### src/rtl/logic_gate_pipe_pkg.sv
// Shared definitions for the logic gate pipeline: op codes, FSM state encoding
// and the per-bit gate function used by the datapath.
package logic_pkg;

    typedef logic [2:0] op_t;

    localparam op_t OP_AND    = 3'd0;
    localparam op_t OP_OR     = 3'd1;
    localparam op_t OP_XOR    = 3'd2;
    localparam op_t OP_NAND   = 3'd3;
    localparam op_t OP_NOR    = 3'd4;
    localparam op_t OP_XNOR   = 3'd5;
    localparam op_t OP_PASS_A = 3'd6;
    localparam op_t OP_NOT_A  = 3'd7;

    typedef enum logic {
        ST_IDLE  = 1'b0,
        ST_ACCUM = 1'b1
    } state_e;

    // Single-bit gate; callers apply it across a vector so the package stays width-agnostic.
    function automatic logic gate_bit(input op_t op, input logic p, input logic q);
        logic r;
        r = 1'b0;
        case (op)
            OP_AND:    r = p & q;
            OP_OR:     r = p | q;
            OP_XOR:    r = p ^ q;
            OP_NAND:   r = ~(p & q);
            OP_NOR:    r = ~(p | q);
            OP_XNOR:   r = ~(p ^ q);
            OP_PASS_A: r = p;
            default:   r = ~p;
        endcase
        return r;
    endfunction

endpackage

### src/rtl/logic_gate_pipe_if.sv
// Input-beat and output-result handshake bundle for logic_gate_pipe.
// The slave modport is the pipeline side; master is the driver/sink side.
interface logic_gate_pipe_if
    import logic_pkg::*;
#(
    parameter int WIDTH = 8,
    parameter int CNT_W = 8
);

    logic             in_valid;
    logic             in_ready;
    logic [WIDTH-1:0] in_a;
    logic [WIDTH-1:0] in_b;
    op_t              in_op;
    logic             in_accum;
    logic             in_last;

    logic             out_valid;
    logic             out_ready;
    logic [WIDTH-1:0] out_x;
    logic [CNT_W-1:0] out_beats;

    modport master (
        output in_valid, in_a, in_b, in_op, in_accum, in_last, out_ready,
        input  in_ready, out_valid, out_x, out_beats
    );

    modport slave (
        input  in_valid, in_a, in_b, in_op, in_accum, in_last, out_ready,
        output in_ready, out_valid, out_x, out_beats
    );

endinterface

### src/rtl/logic_gate_pipe_fifo.sv
// Result FIFO with valid/ready on both sides. Full/empty come from an extra
// pointer bit, so push readiness never depends combinationally on the pop side.
module logic_fifo #(
    parameter int DW    = 16,
    parameter int DEPTH = 2
) (
    input  logic          clk,
    input  logic          rst,
    input  logic          i_push_valid,
    output logic          o_push_ready,
    input  logic [DW-1:0] i_push_data,
    output logic          o_pop_valid,
    input  logic          i_pop_ready,
    output logic [DW-1:0] o_pop_data
);

    localparam int AW = (DEPTH > 1) ? $clog2(DEPTH) : 1;

    logic [AW:0]   r_wr_ptr;
    logic [AW:0]   r_rd_ptr;
    logic [DW-1:0] r_mem [DEPTH];

    logic w_empty;
    logic w_full;
    logic w_push;
    logic w_pop;

    assign w_empty = (r_wr_ptr == r_rd_ptr);
    assign w_full  = (r_wr_ptr[AW] != r_rd_ptr[AW]) &&
                     (r_wr_ptr[AW-1:0] == r_rd_ptr[AW-1:0]);
    assign w_push  = i_push_valid && !w_full;
    assign w_pop   = i_pop_ready && !w_empty;

    assign o_push_ready = !w_full;
    assign o_pop_valid  = !w_empty;
    assign o_pop_data   = w_empty ? '0 : r_mem[r_rd_ptr[AW-1:0]];

    always_ff @(posedge clk or posedge rst) begin
        if (rst) begin
            r_wr_ptr <= '0;
            r_rd_ptr <= '0;
        end else begin
            if (w_push) r_wr_ptr <= r_wr_ptr + 1'b1;
            if (w_pop)  r_rd_ptr <= r_rd_ptr + 1'b1;
        end
    end

    // NOTE: storage has no reset; the pointers alone define which entries are live.
    always_ff @(posedge clk) begin
        if (w_push) r_mem[r_wr_ptr[AW-1:0]] <= i_push_data;
    end

endmodule

### src/rtl/logic_gate_pipe.sv
// Pipelined WIDTH-bit gate with runtime op select, multi-beat reduce bursts
// and an output FIFO carrying {result, beat count}.
module logic_gate_pipe
    import logic_pkg::*;
#(
    parameter int WIDTH      = 8,
    parameter int FIFO_DEPTH = 2,
    parameter int CNT_W      = 8
) (
    input  logic              clk,
    input  logic              rst,
    logic_gate_pipe_if.slave  bus
);

    localparam logic [CNT_W-1:0] CNT_ONE = CNT_W'(1);
    localparam logic [CNT_W-1:0] CNT_MAX = '1;

    function automatic logic [WIDTH-1:0] gate_vec(input op_t op,
                                                  input logic [WIDTH-1:0] p,
                                                  input logic [WIDTH-1:0] q);
        logic [WIDTH-1:0] r;
        r = '0;
        for (int i = 0; i < WIDTH; i++) r[i] = gate_bit(op, p[i], q[i]);
        return r;
    endfunction

    state_e           r_state;
    logic [WIDTH-1:0] r_acc;
    logic [CNT_W-1:0] r_cnt;
    op_t              r_op_q;

    state_e           w_state_nxt;
    logic [WIDTH-1:0] w_acc_nxt;
    logic [CNT_W-1:0] w_cnt_nxt;
    op_t              w_op_nxt;

    logic             w_fifo_ready;
    logic             w_fire;
    logic [WIDTH-1:0] w_gate_ab;
    logic [WIDTH-1:0] w_gate_acc;
    logic [CNT_W-1:0] w_cnt_sat;

    logic             w_push;
    logic [WIDTH-1:0] w_push_x;
    logic [CNT_W-1:0] w_push_beats;
    logic [WIDTH+CNT_W-1:0] w_pop_data;

    assign bus.in_ready = w_fifo_ready;
    assign w_fire       = bus.in_valid && w_fifo_ready;
    assign w_gate_ab    = gate_vec(bus.in_op, bus.in_a, bus.in_b);
    assign w_gate_acc   = gate_vec(r_op_q, r_acc, bus.in_a);
    assign w_cnt_sat    = (r_cnt == CNT_MAX) ? r_cnt : r_cnt + CNT_ONE;

    // NOTE: every signal gets a default before the case so no path leaves it unassigned (no latches).
    always_comb begin
        w_state_nxt  = r_state;
        w_acc_nxt    = r_acc;
        w_cnt_nxt    = r_cnt;
        w_op_nxt     = r_op_q;
        w_push       = 1'b0;
        w_push_x     = '0;
        w_push_beats = '0;
        case (r_state)
            ST_IDLE: begin
                if (w_fire) begin
                    if (!bus.in_accum || bus.in_last) begin
                        w_push       = 1'b1;
                        w_push_x     = w_gate_ab;
                        w_push_beats = CNT_ONE;
                    end else begin
                        w_acc_nxt   = w_gate_ab;
                        w_op_nxt    = bus.in_op;
                        w_cnt_nxt   = CNT_ONE;
                        w_state_nxt = ST_ACCUM;
                    end
                end
            end
            ST_ACCUM: begin
                // Continuation beats fold A into the accumulator with the op latched at burst start.
                if (w_fire) begin
                    if (!bus.in_last) begin
                        w_acc_nxt = w_gate_acc;
                        w_cnt_nxt = w_cnt_sat;
                    end else begin
                        w_push       = 1'b1;
                        w_push_x     = w_gate_acc;
                        w_push_beats = w_cnt_sat;
                        w_acc_nxt    = '0;
                        w_cnt_nxt    = '0;
                        w_state_nxt  = ST_IDLE;
                    end
                end
            end
            default: w_state_nxt = ST_IDLE;
        endcase
    end

    // NOTE: non-blocking assignments so every register samples pre-edge values.
    always_ff @(posedge clk or posedge rst) begin
        if (rst) begin
            r_state <= ST_IDLE;
            r_acc   <= '0;
            r_cnt   <= '0;
            r_op_q  <= OP_AND;
        end else begin
            r_state <= w_state_nxt;
            r_acc   <= w_acc_nxt;
            r_cnt   <= w_cnt_nxt;
            r_op_q  <= w_op_nxt;
        end
    end

    logic_fifo #(
        .DW    (WIDTH + CNT_W),
        .DEPTH (FIFO_DEPTH)
    ) u_fifo (
        .clk          (clk),
        .rst          (rst),
        .i_push_valid (w_push),
        .o_push_ready (w_fifo_ready),
        .i_push_data  ({w_push_x, w_push_beats}),
        .o_pop_valid  (bus.out_valid),
        .i_pop_ready  (bus.out_ready),
        .o_pop_data   (w_pop_data)
    );

    assign bus.out_x     = w_pop_data[WIDTH+CNT_W-1:CNT_W];
    assign bus.out_beats = w_pop_data[CNT_W-1:0];

endmodule

### src/flat_wrapper.sv
// flat-port wrapper written by rule: the top's interface ports become plain ports
module logic_gate_pipe_flat import logic_pkg::*;
#(
    parameter int WIDTH      = 8,
    parameter int FIFO_DEPTH = 2,
    parameter int CNT_W      = 8
)
  (clk, rst, bus_in_valid, bus_in_a, bus_in_b, bus_in_op, bus_in_accum, bus_in_last, bus_out_ready, bus_in_ready, bus_out_valid, bus_out_x, bus_out_beats);
  logic_gate_pipe_if #(.WIDTH(WIDTH), .CNT_W(CNT_W)) bus_i ();
  input  logic clk;
  input  logic rst;
  input wire logic [$bits(bus_i.in_valid)-1:0] bus_in_valid;
  input wire logic [$bits(bus_i.in_a)-1:0] bus_in_a;
  input wire logic [$bits(bus_i.in_b)-1:0] bus_in_b;
  input wire logic [$bits(bus_i.in_op)-1:0] bus_in_op;
  input wire logic [$bits(bus_i.in_accum)-1:0] bus_in_accum;
  input wire logic [$bits(bus_i.in_last)-1:0] bus_in_last;
  input wire logic [$bits(bus_i.out_ready)-1:0] bus_out_ready;
  output wire logic [$bits(bus_i.in_ready)-1:0] bus_in_ready;
  output wire logic [$bits(bus_i.out_valid)-1:0] bus_out_valid;
  output wire logic [$bits(bus_i.out_x)-1:0] bus_out_x;
  output wire logic [$bits(bus_i.out_beats)-1:0] bus_out_beats;
  assign bus_i.in_valid = bus_in_valid;
  assign bus_i.in_a = bus_in_a;
  assign bus_i.in_b = bus_in_b;
  assign bus_i.in_op = bus_in_op;
  assign bus_i.in_accum = bus_in_accum;
  assign bus_i.in_last = bus_in_last;
  assign bus_i.out_ready = bus_out_ready;
  assign bus_in_ready = bus_i.in_ready;
  assign bus_out_valid = bus_i.out_valid;
  assign bus_out_x = bus_i.out_x;
  assign bus_out_beats = bus_i.out_beats;
  logic_gate_pipe #(.WIDTH(WIDTH), .FIFO_DEPTH(FIFO_DEPTH), .CNT_W(CNT_W)) u_core (.clk(clk), .rst(rst), .bus(bus_i));
endmodule
### config.mk
export PLATFORM = sky130hd
export DESIGN_NAME = logic_gate_pipe_flat
export DESIGN_NICKNAME = d
export VERILOG_FILES = /design/src/rtl/logic_gate_pipe_pkg.sv /design/src/rtl/logic_gate_pipe_if.sv /design/src/rtl/logic_gate_pipe_fifo.sv /design/src/rtl/logic_gate_pipe.sv /design/src/flat_wrapper.sv
export SDC_FILE = /design/constraint.sdc
export NUM_CORES = 1
export LEC_CHECK = 0
export CORE_UTILIZATION = 54
export DETAILED_ROUTE_END_ITERATION = 16
export HOLD_SLACK_MARGIN = 0.1
export PLACE_DENSITY = 0.79
export RECOVER_POWER = 25
export SLEW_MARGIN = 5
export SYNTH_ARGS = -nofsm -noshare
export SYNTH_HDL_FRONTEND = slang
export SYNTH_SLANG_ARGS = --single-unit
### constraint.sdc
create_clock -name clk -period 3.36 [get_ports clk]
set_clock_uncertainty 0.05 [all_clocks]
set_input_delay 0.672 -clock clk [delete_from_list [all_inputs] [get_ports clk]]
set_output_delay 0.672 -clock clk [all_outputs]
set_load 0.1 [all_outputs]
==> metrics.csv, run 1 <==
stage,metric,value,unit
outcome,status,finished clean,
route,dr.pass1.iters,5,
sta,finalSetupViolations,0,
clock_tree,numCtsBuffers,5,
sta,final_hold_viol_count,0,
synth,ys_seq_area_share,37.39,%
synth,synth_area,4177,µm²
place,gp_congestion,0.8188,
clock_tree,h-tree-depth,2,
synth,syn_nets,493,
worst_setup_path,critical_path.max_stage_delay,0.84,ns
clock_tree,root_buffer,clkbuf_8,
route,routedWlPerCell,16.87,µm
synth,synthCells,435,
route,ant_nets,0,
route,drc,0,
sta,rsz0062_at_grt,no,
sta,tns,0,ns
sta,timing.final.crit_share,90.37,%
clock_tree,path_clk_slew,0.10,ns
synth,synth_cell_type_count,56,
worst_setup_path,cp-start-kind,flip-flop,
layout,syn_to_final_growth,18.72,%
synth,syn_avg_cell_area,9.601,µm²
sta,worstMarginPinSlew,1.065,ns
worst_setup_path,cp_slowest_cell,nor2_1,
flow_run,cap_violations,0,
global_route,grt_pass1_vias,3450,
sta,period_needed,3.036,ns
clock_tree,holdBufCountCts,0,
global_route,grt_max_degree,32,
global_route,grt_pass1_wl,16190,µm
synth,synth_top_area_share,23.01,%
clock_tree,clk_latency,0.32,ns
route,viasPerCell,6.089,
global_route,grt_usage,24.90,%
clock_tree,tritoncts,done,
worst_setup_path,cp_max_fo,17,
global_route,antenna_found_initial,0,
worst_setup_path,required,2.64,ns
worst_hold_path,hold_class,reg2reg,
place,place.port_buffers,42,
synth,ys_ff_latch,56,
worst_setup_path,crit_type,reg2out,
floorplan,start_util,56.67,%
clock_tree,post_cts_buffers,0,
synth,ys_async_sr_fraction,42.86,%
layout,nFillCells,552,
route,routed_wl,9614,µm
synth,synthTopCellsByArea,"edfxtp_1 (23%), dfrtp_1 (14%), ha_1 (9.9%), mux2i_1 (9.1%), mux2_2 (3.8%)",
worst_setup_path,path_cells,xor2_1 -> nor2_1 -> inv_1 -> buf_12,
synth,synth_flop_cell,edfxtp_1,
clock_tree,cts_sinks,56,
synth,yosysTopAreaCell,edfxtp_1,
layout,drive_gt1_share,12.10,%
route,vias,3471,
synth,yosys_warnings,0,
worst_setup_path,worstSetupEndpointType,output port,
route,drtIter0Drc,322,
worst_setup_path,crit_arrival,2.31,ns
sta,fmaxAchievable,329.3,MHz
floorplan,die_w,89.95,µm
global_route,grt_overflow,0,
synth,synth_edf_count,32,
floorplan,rows,31,
place,hpwl,7172,µm
clock_tree,clk_path_buf_depth,2,
sta,slew_headroom,28.76,%
layout,fin_nets,528,
floorplan,io_pins,43,
floorplan,die_area,8090,µm²
sta,report.final.slew_viol_count,0,
floorplan,die_h,89.95,µm
floorplan,core-area,7370,µm²
clock_tree,ctsResizeCount,0,
layout,antenna_cells,0,
[cell families (layout without fill, tap and decap cells)]
group | count (synthesis) | count (layout) | share of synthesized area [%]
and+or+nand+nor | 120 | 120 | 14.29
AOI/OAI and AO/OA | 110 | 110 | 17.86
DFF | 56 | 56 | 37.39
buffers and inverters | 53 | 89 | 5.393
muxes | 52 | 52 | 12.88
adders and majority gates | 33 | 33 | 9.886
xor gates and xnor gates | 11 | 11 | 2.307
[registers in the layout (all words and copies together) (netlist names)]
| signal | flops |
|---|---|
| u_core.u_fifo.r_wr_ptr | 2 |
| u_core.r_cnt | 8 |
| u_core.r_state | 1 |
| u_core.r_op_q | 3 |
| u_core.u_fifo.r_rd_ptr | 2 |
| u_core.r_acc | 8 |
| u_core.u_fifo.r_mem | 32 |
[cell type report]
| class | count | area [µm²] | share of cell area (%) |
|---|---|---|---|
| Multi-Input combinational cell | 326 | 2390 | 48.20 |
| Sequential cell | 56 | 1562 | 31.49 |
| Timing Repair Buffer | 53 | 663.1 | 13.37 |
| Tap cell | 99 | 123.9 | 2.498 |
| Inverter | 28 | 105.1 | 2.120 |
| Clock buffer | 5 | 68.82 | 1.388 |
| Clock inverter | 3 | 46.29 | 0.9336 |
[per-layer routing]
layer	GRT usage (%)	part of all wire, %
met1	31.63	43
met5	0	0
met4	8.065	1.8
met3	5.076	5.6
met2	42.56	49
[cells in the mapped netlist, types with 2 or more instances]
cell type	count
mux2i_1	38
nor2_1	35
ha_1	33
edfxtp_1	32
a21oi_1	28
inv_1	28
nand2_1	28
dfrtp_1	24
nor2b_1	16
o21ai_0	15
mux2_2	14
o22ai_1	13
buf_2	12
nand3_1	12
clkbuf_1	10
nand2b_1	9
a211oi_1	8
o221ai_1	6
xnor2_1	6
o211ai_1	5
xor2_1	5
a221oi_1	4
and2_1	4
a22o_1	3
a31oi_1	3
a32oi_1	3
nand3b_1	3
o32ai_1	3
a221o_1	2
a22oi_1	2
a311o_1	2
nand4_1	2
nor3_2	2
nor3b_1	2
o21ai_1	2
[per-stage QoR]
stage / cells / hold slack, ns / worst slack, ns / util (%) / cell area (µm²)
floorplan: 435 / 0.4470 / 0.2401 / - / 4177
detailed placement: 562 / 0.4712 / 0.5756 / 65.91 / 4857
CTS: 570 / 0.4888 / 0.2762 / 67.47 / 4972
global route: 570 / 0.5207 / 0.06560 / 67.28 / 4959
global placement: 562 / 0.4657 / 0.6323 / 65.91 / 4857
finish: 570 / 0.4859 / 0.3236 / 67.28 / 4959
[path summary, 6_finish.rpt]
| check | start | endpoint | slack [ns] | cells past startpoint |
|---|---|---|---|---|
| max in group asynchronous | rst | u_core.r_acc[4]$_DFFE_PP0P_ | 1.71 | 2 |
| min in group asynchronous | rst | u_core.r_acc[3]$_DFFE_PP0P_ | 0.96 | 2 |
| min reg2reg | u_core.u_fifo.r_wr_ptr[1]$_DFFE_PP0N_ | u_core.u_fifo.r_wr_ptr[1]$_DFFE_PP0N_ | 0.49 | 1 |
| max reg2reg | u_core.r_cnt[0]$_DFFE_PP0P_ | u_core.u_fifo.r_mem[1][1]$_DFFE_PP_ | 1.07 | 5 |
| min | u_core.u_fifo.r_wr_ptr[1]$_DFFE_PP0N_ | u_core.u_fifo.r_wr_ptr[1]$_DFFE_PP0N_ | 0.49 | 1 |
| max | u_core.u_fifo.r_rd_ptr[1]$_DFFE_PP0P_ | bus_out_valid | 0.32 | 4 |
[worst max-delay path: cells and delay by family (launching register included)]
family | cells | cell delay [ns]
xor gates and xnor gates | 1 | 0.23
and+or+nand+nor | 1 | 0.84
DFF | 1 | 0.43
buffers and inverters | 2 | 0.48
[cell usage in the layout, fill, tap and decap left out, types with 3 or more instances in the layout]
master / Yosys / final
nand2b_1: 9 / 9
edfxtp_1: 32 / 32
nand2_1: 28 / 28
inv_1: 28 / 28
xor2_1: 5 / 5
nand3b_1: 3 / 3
ha_1: 33 / 33
nand3_1: 12 / 12
nor2_1: 35 / 35
a32oi_1: 3 / 3
clkbuf_8: 0 / 5
dfrtp_1: 24 / 24
a21oi_1: 28 / 28
a211oi_1: 8 / 8
o22ai_1: 13 / 13
o21ai_0: 15 / 15
o211ai_1: 5 / 5
buf_4: 1 / 10
a221oi_1: 4 / 4
mux2_2: 14 / 14
a31oi_1: 3 / 3
and2_1: 4 / 4
o221ai_1: 6 / 6
xnor2_1: 6 / 6
nor2b_1: 16 / 16
buf_12: 0 / 17
o32ai_1: 3 / 3
a22o_1: 3 / 3
mux2i_1: 38 / 38
clkdlybuf4s50_1: 0 / 22
Power of run 1 is not shown: default switching activity piles up to over one toggle a cycle in this logic, so the estimate is an artifact.
==> inputs of run 2 (changes only) <==
--- a/config.mk
+++ b/config.mk
@@ -6,6 +6,7 @@
 export NUM_CORES = 1
 export LEC_CHECK = 0
 export CORE_UTILIZATION = 54
+export CTS_CLUSTER_SIZE = 16
 export DETAILED_ROUTE_END_ITERATION = 16
 export HOLD_SLACK_MARGIN = 0.1
 export PLACE_DENSITY = 0.79
==> results of run 2 <==
No change in the layout: final DEF, timing and power equal those of run 1.
Power of run 2 is left out for the same reason.
==> inputs of run 3 (changes only) <==
--- a/config.mk
+++ b/config.mk
@@ -5,6 +5,7 @@
 export SDC_FILE = /design/constraint.sdc
 export NUM_CORES = 1
 export LEC_CHECK = 0
+export CORE_MARGIN = 5
 export CORE_UTILIZATION = 54
 export CTS_CLUSTER_SIZE = 16
 export DETAILED_ROUTE_END_ITERATION = 16
==> metrics.csv, run 3 (synthesized netlist as in run 1, its figures left out) <==
stage,metric,value,unit,change
route,dr.pass1.iters,4,,-1
layout,final_util,64.81,%,-2.5 points
worst_setup_path,reg2reg_from,u_core.u_fifo.r_rd_ptr[0]$_DFFE_PP0P_,,
global_route,grt_overflow,0,,unchanged
sta,rsz0062_at_grt,no,,
route,viasPerCell,6.003,,-1.4%
global_route,antenna_found_initial,0,,unchanged
route,routed_wl,9636,µm,+0.23%
clock_tree,ctsResizeCount,0,,unchanged
layout,seqCellArea,1562,µm²,unchanged
worst_setup_path,crit_type,reg2out,,
route,m1WireLength,4211,µm,+0.72%
layout,final_common_cell,mux2i_1,,
route,drc,0,,unchanged
worst_setup_path,timing.rr.end,u_core.u_fifo.r_mem[0][0]$_DFFE_PP_,,
worst_setup_path,cp-start-kind,flip-flop,,
worst_setup_path,crit_arrival,2.31,ns,about the same
worst_setup_path,critPathBufInv,2,,unchanged
worst_setup_path,path_cells,xor2_1 -> nor2_1 -> inv_1 -> buf_12,,
clock_tree,tritoncts,done,,
layout,nFillCells,579,,+4.9%
route,drtIter0Drc,310,,-3.7%
floorplan,die_h,97.95,µm,+8.9%
worst_setup_path,required,2.64,ns,about the same
worst_hold_path,min-delay-start,u_core.u_fifo.r_wr_ptr[1]$_DFFE_PP0N_,,
floorplan,core-area,7647,µm²,+3.8%
place,dpl.cell_count,567,,+0.89%
worst_hold_path,whs_path_depth,1,,unchanged
clock_tree,path_clk_slew,0.10,ns,about the same
route,ant_nets,0,,unchanged
global_route,grt_pass1_vias,3442,,-0.23%
layout,final_cell_area,4956,µm²,about the same
worst_setup_path,r2r.worst_path.cells,5,,unchanged
route,highest_layer,met4,,
route,routedWlPerCell,16.76,µm,-0.64%
global_route,grt_usage,20.21,%,-4.7 points
layout,antenna_cells,0,,unchanged
sta,fmaxAchievable,329.9,MHz,+0.16%
layout,drive_gt1_share,12.47,%,+0.37 points
flow_run,cap_violations,0,,unchanged
floorplan,rows,32,,+3.2%
layout,syn_to_final_growth,18.66,%,about the same
clock_tree,clk_path_buf_depth,2,,unchanged
worst_setup_path,cp_max_fo,17,,unchanged
global_route,grt_pass1_wl,16100,µm,-0.56%
floorplan,die_area,9593,µm²,+19%
place,hpwl,7210,µm,+0.53%
layout,fin_nets,530,,+0.38%
clock_tree,clk_latency,0.32,ns,about the same
layout,final_cell_mix,"mux2i_1 (38), nor2_1 (35), ha_1 (33)",,
place,place.port_buffers,42,,unchanged
sta,finalSetupViolations,0,,unchanged
place,place_area,4876,µm²,+0.39%
outcome,status,finished clean,,
sta,final_hold_viol_count,0,,unchanged
route,wl_met3,504,µm,-5.8%
sta,slew_headroom,0.8455,%,-28 points
sta,timing.final.crit_share,90.23,%,-0.14 points
sta,tns,0,ns,unchanged
route,route.met2.wl,4822,µm,+2.1%
worst_hold_path,holdPathEnd,u_core.u_fifo.r_wr_ptr[1]$_DFFE_PP0N_,,
clock_tree,holdBufCountCts,0,,unchanged
clock_tree,numCtsBuffers,5,,unchanged
clock_tree,cts_sinks,56,,unchanged
floorplan,start_util,54.61,%,-2.1 points
layout,fin_cells,575,,+0.88%
global_route,grt_max_degree,25,,-22%
route,vias,3452,,-0.55%
worst_setup_path,critical_path.max_stage_delay,0.83,ns,about the same
worst_setup_path,worstSetupEndpointType,output port,,
worst_hold_path,hold_class,reg2reg,,
sta,report.final.slew_viol_count,0,,unchanged
sta,worstMarginPinSlew,1.487,ns,+0.4227 ns
worst_setup_path,cpLargestDelayFamily,simple AND/OR/NAND/NOR gates,,
place,gp_congestion,0.8926,,+9.0%
floorplan,die_w,97.95,µm,+8.9%
sta,period_needed,3.032,ns,-0.004792 ns
floorplan,io_pins,43,,unchanged
worst_setup_path,cp_slowest_cell,nor2_1,,
clock_tree,h-tree-depth,2,,unchanged
layout,multi_input_area,2390,µm²,unchanged
layout,largest_reg_flops,32,,unchanged
clock_tree,post_cts_buffers,0,,unchanged
clock_tree,root_buffer,clkbuf_8,,
worst_setup_path,r2r_slack,1.05,ns,-0.02 ns
[run 3: changes by cell type in the layout (fill, tap and decap cells not counted)]
| cell | before | now |
|---|---|---|
| bufinv_16 | 1 | 0 |
| inv_6 | 1 | 2 |
| buf_4 | 10 | 12 |
[run 3: worst reg2reg max path, cell delays in order, from the launching register on]
cell and delay (ns):
dfrtp_1 0.38, buf_4 0.32, xnor2_1 0.18, a21boi_4 0.33, nand3_2 0.41, o21ai_0 0.44
[run 3: layer usage]
| layer | vias up | track usage [%] |
|---|---|---|
| met5 | - | 0 |
| met4 | 0 | 5.005 |
| met3 | 10 | 2.643 |
| met2 | 95 | 34.71 |
| met1 | 1675 | 27.07 |
| li1 | 1672 | - |
[run 3: worst max-delay path by stage]
| stage | from | slack (ns) | to | depth (start not counted) |
|---|---|---|---|---|
| floorplan | u_core.u_fifo.r_rd_ptr[0]$_DFFE_PP0P_ | 0.24 | bus_out_beats[5] | 5 |
| global placement | bus_in_op[2] | 0.61 | u_core.u_fifo.r_mem[0][13]$_DFFE_PP_ | 5 |
| detailed placement | bus_in_op[2] | 0.53 | u_core.u_fifo.r_mem[0][13]$_DFFE_PP_ | 5 |
| CTS | u_core.u_fifo.r_wr_ptr[0]$_DFFE_PP0N_ | 0.28 | bus_out_valid | 4 |
| global route | u_core.u_fifo.r_wr_ptr[0]$_DFFE_PP0N_ | 0.07 | bus_out_valid | 4 |
| finish | u_core.u_fifo.r_rd_ptr[1]$_DFFE_PP0P_ | 0.33 | bus_out_valid | 4 |
[run 3: final cells by class]
type,instances,share of cell area [%]
Inverter,28,2.121
Tap cell,102,2.575
Timing Repair Buffer,55,13.68
Sequential cell,56,31.51
Clock buffer,5,1.389
Multi-Input combinational cell,326,48.22
Clock inverter,3,0.5049
[run 3: through the flow]
stage          worst slack [ns]  hold slack [ns]
6_report                 0.3284           0.4832
5_1_grt                 0.06860           0.4941
4_1_cts                  0.2752           0.4888
3_5_place_dp             0.5275           0.4732
3_3_place_gp             0.6051           0.4631
2_1_floorplan            0.2401           0.4470
Power of run 3 is left out for the same reason.
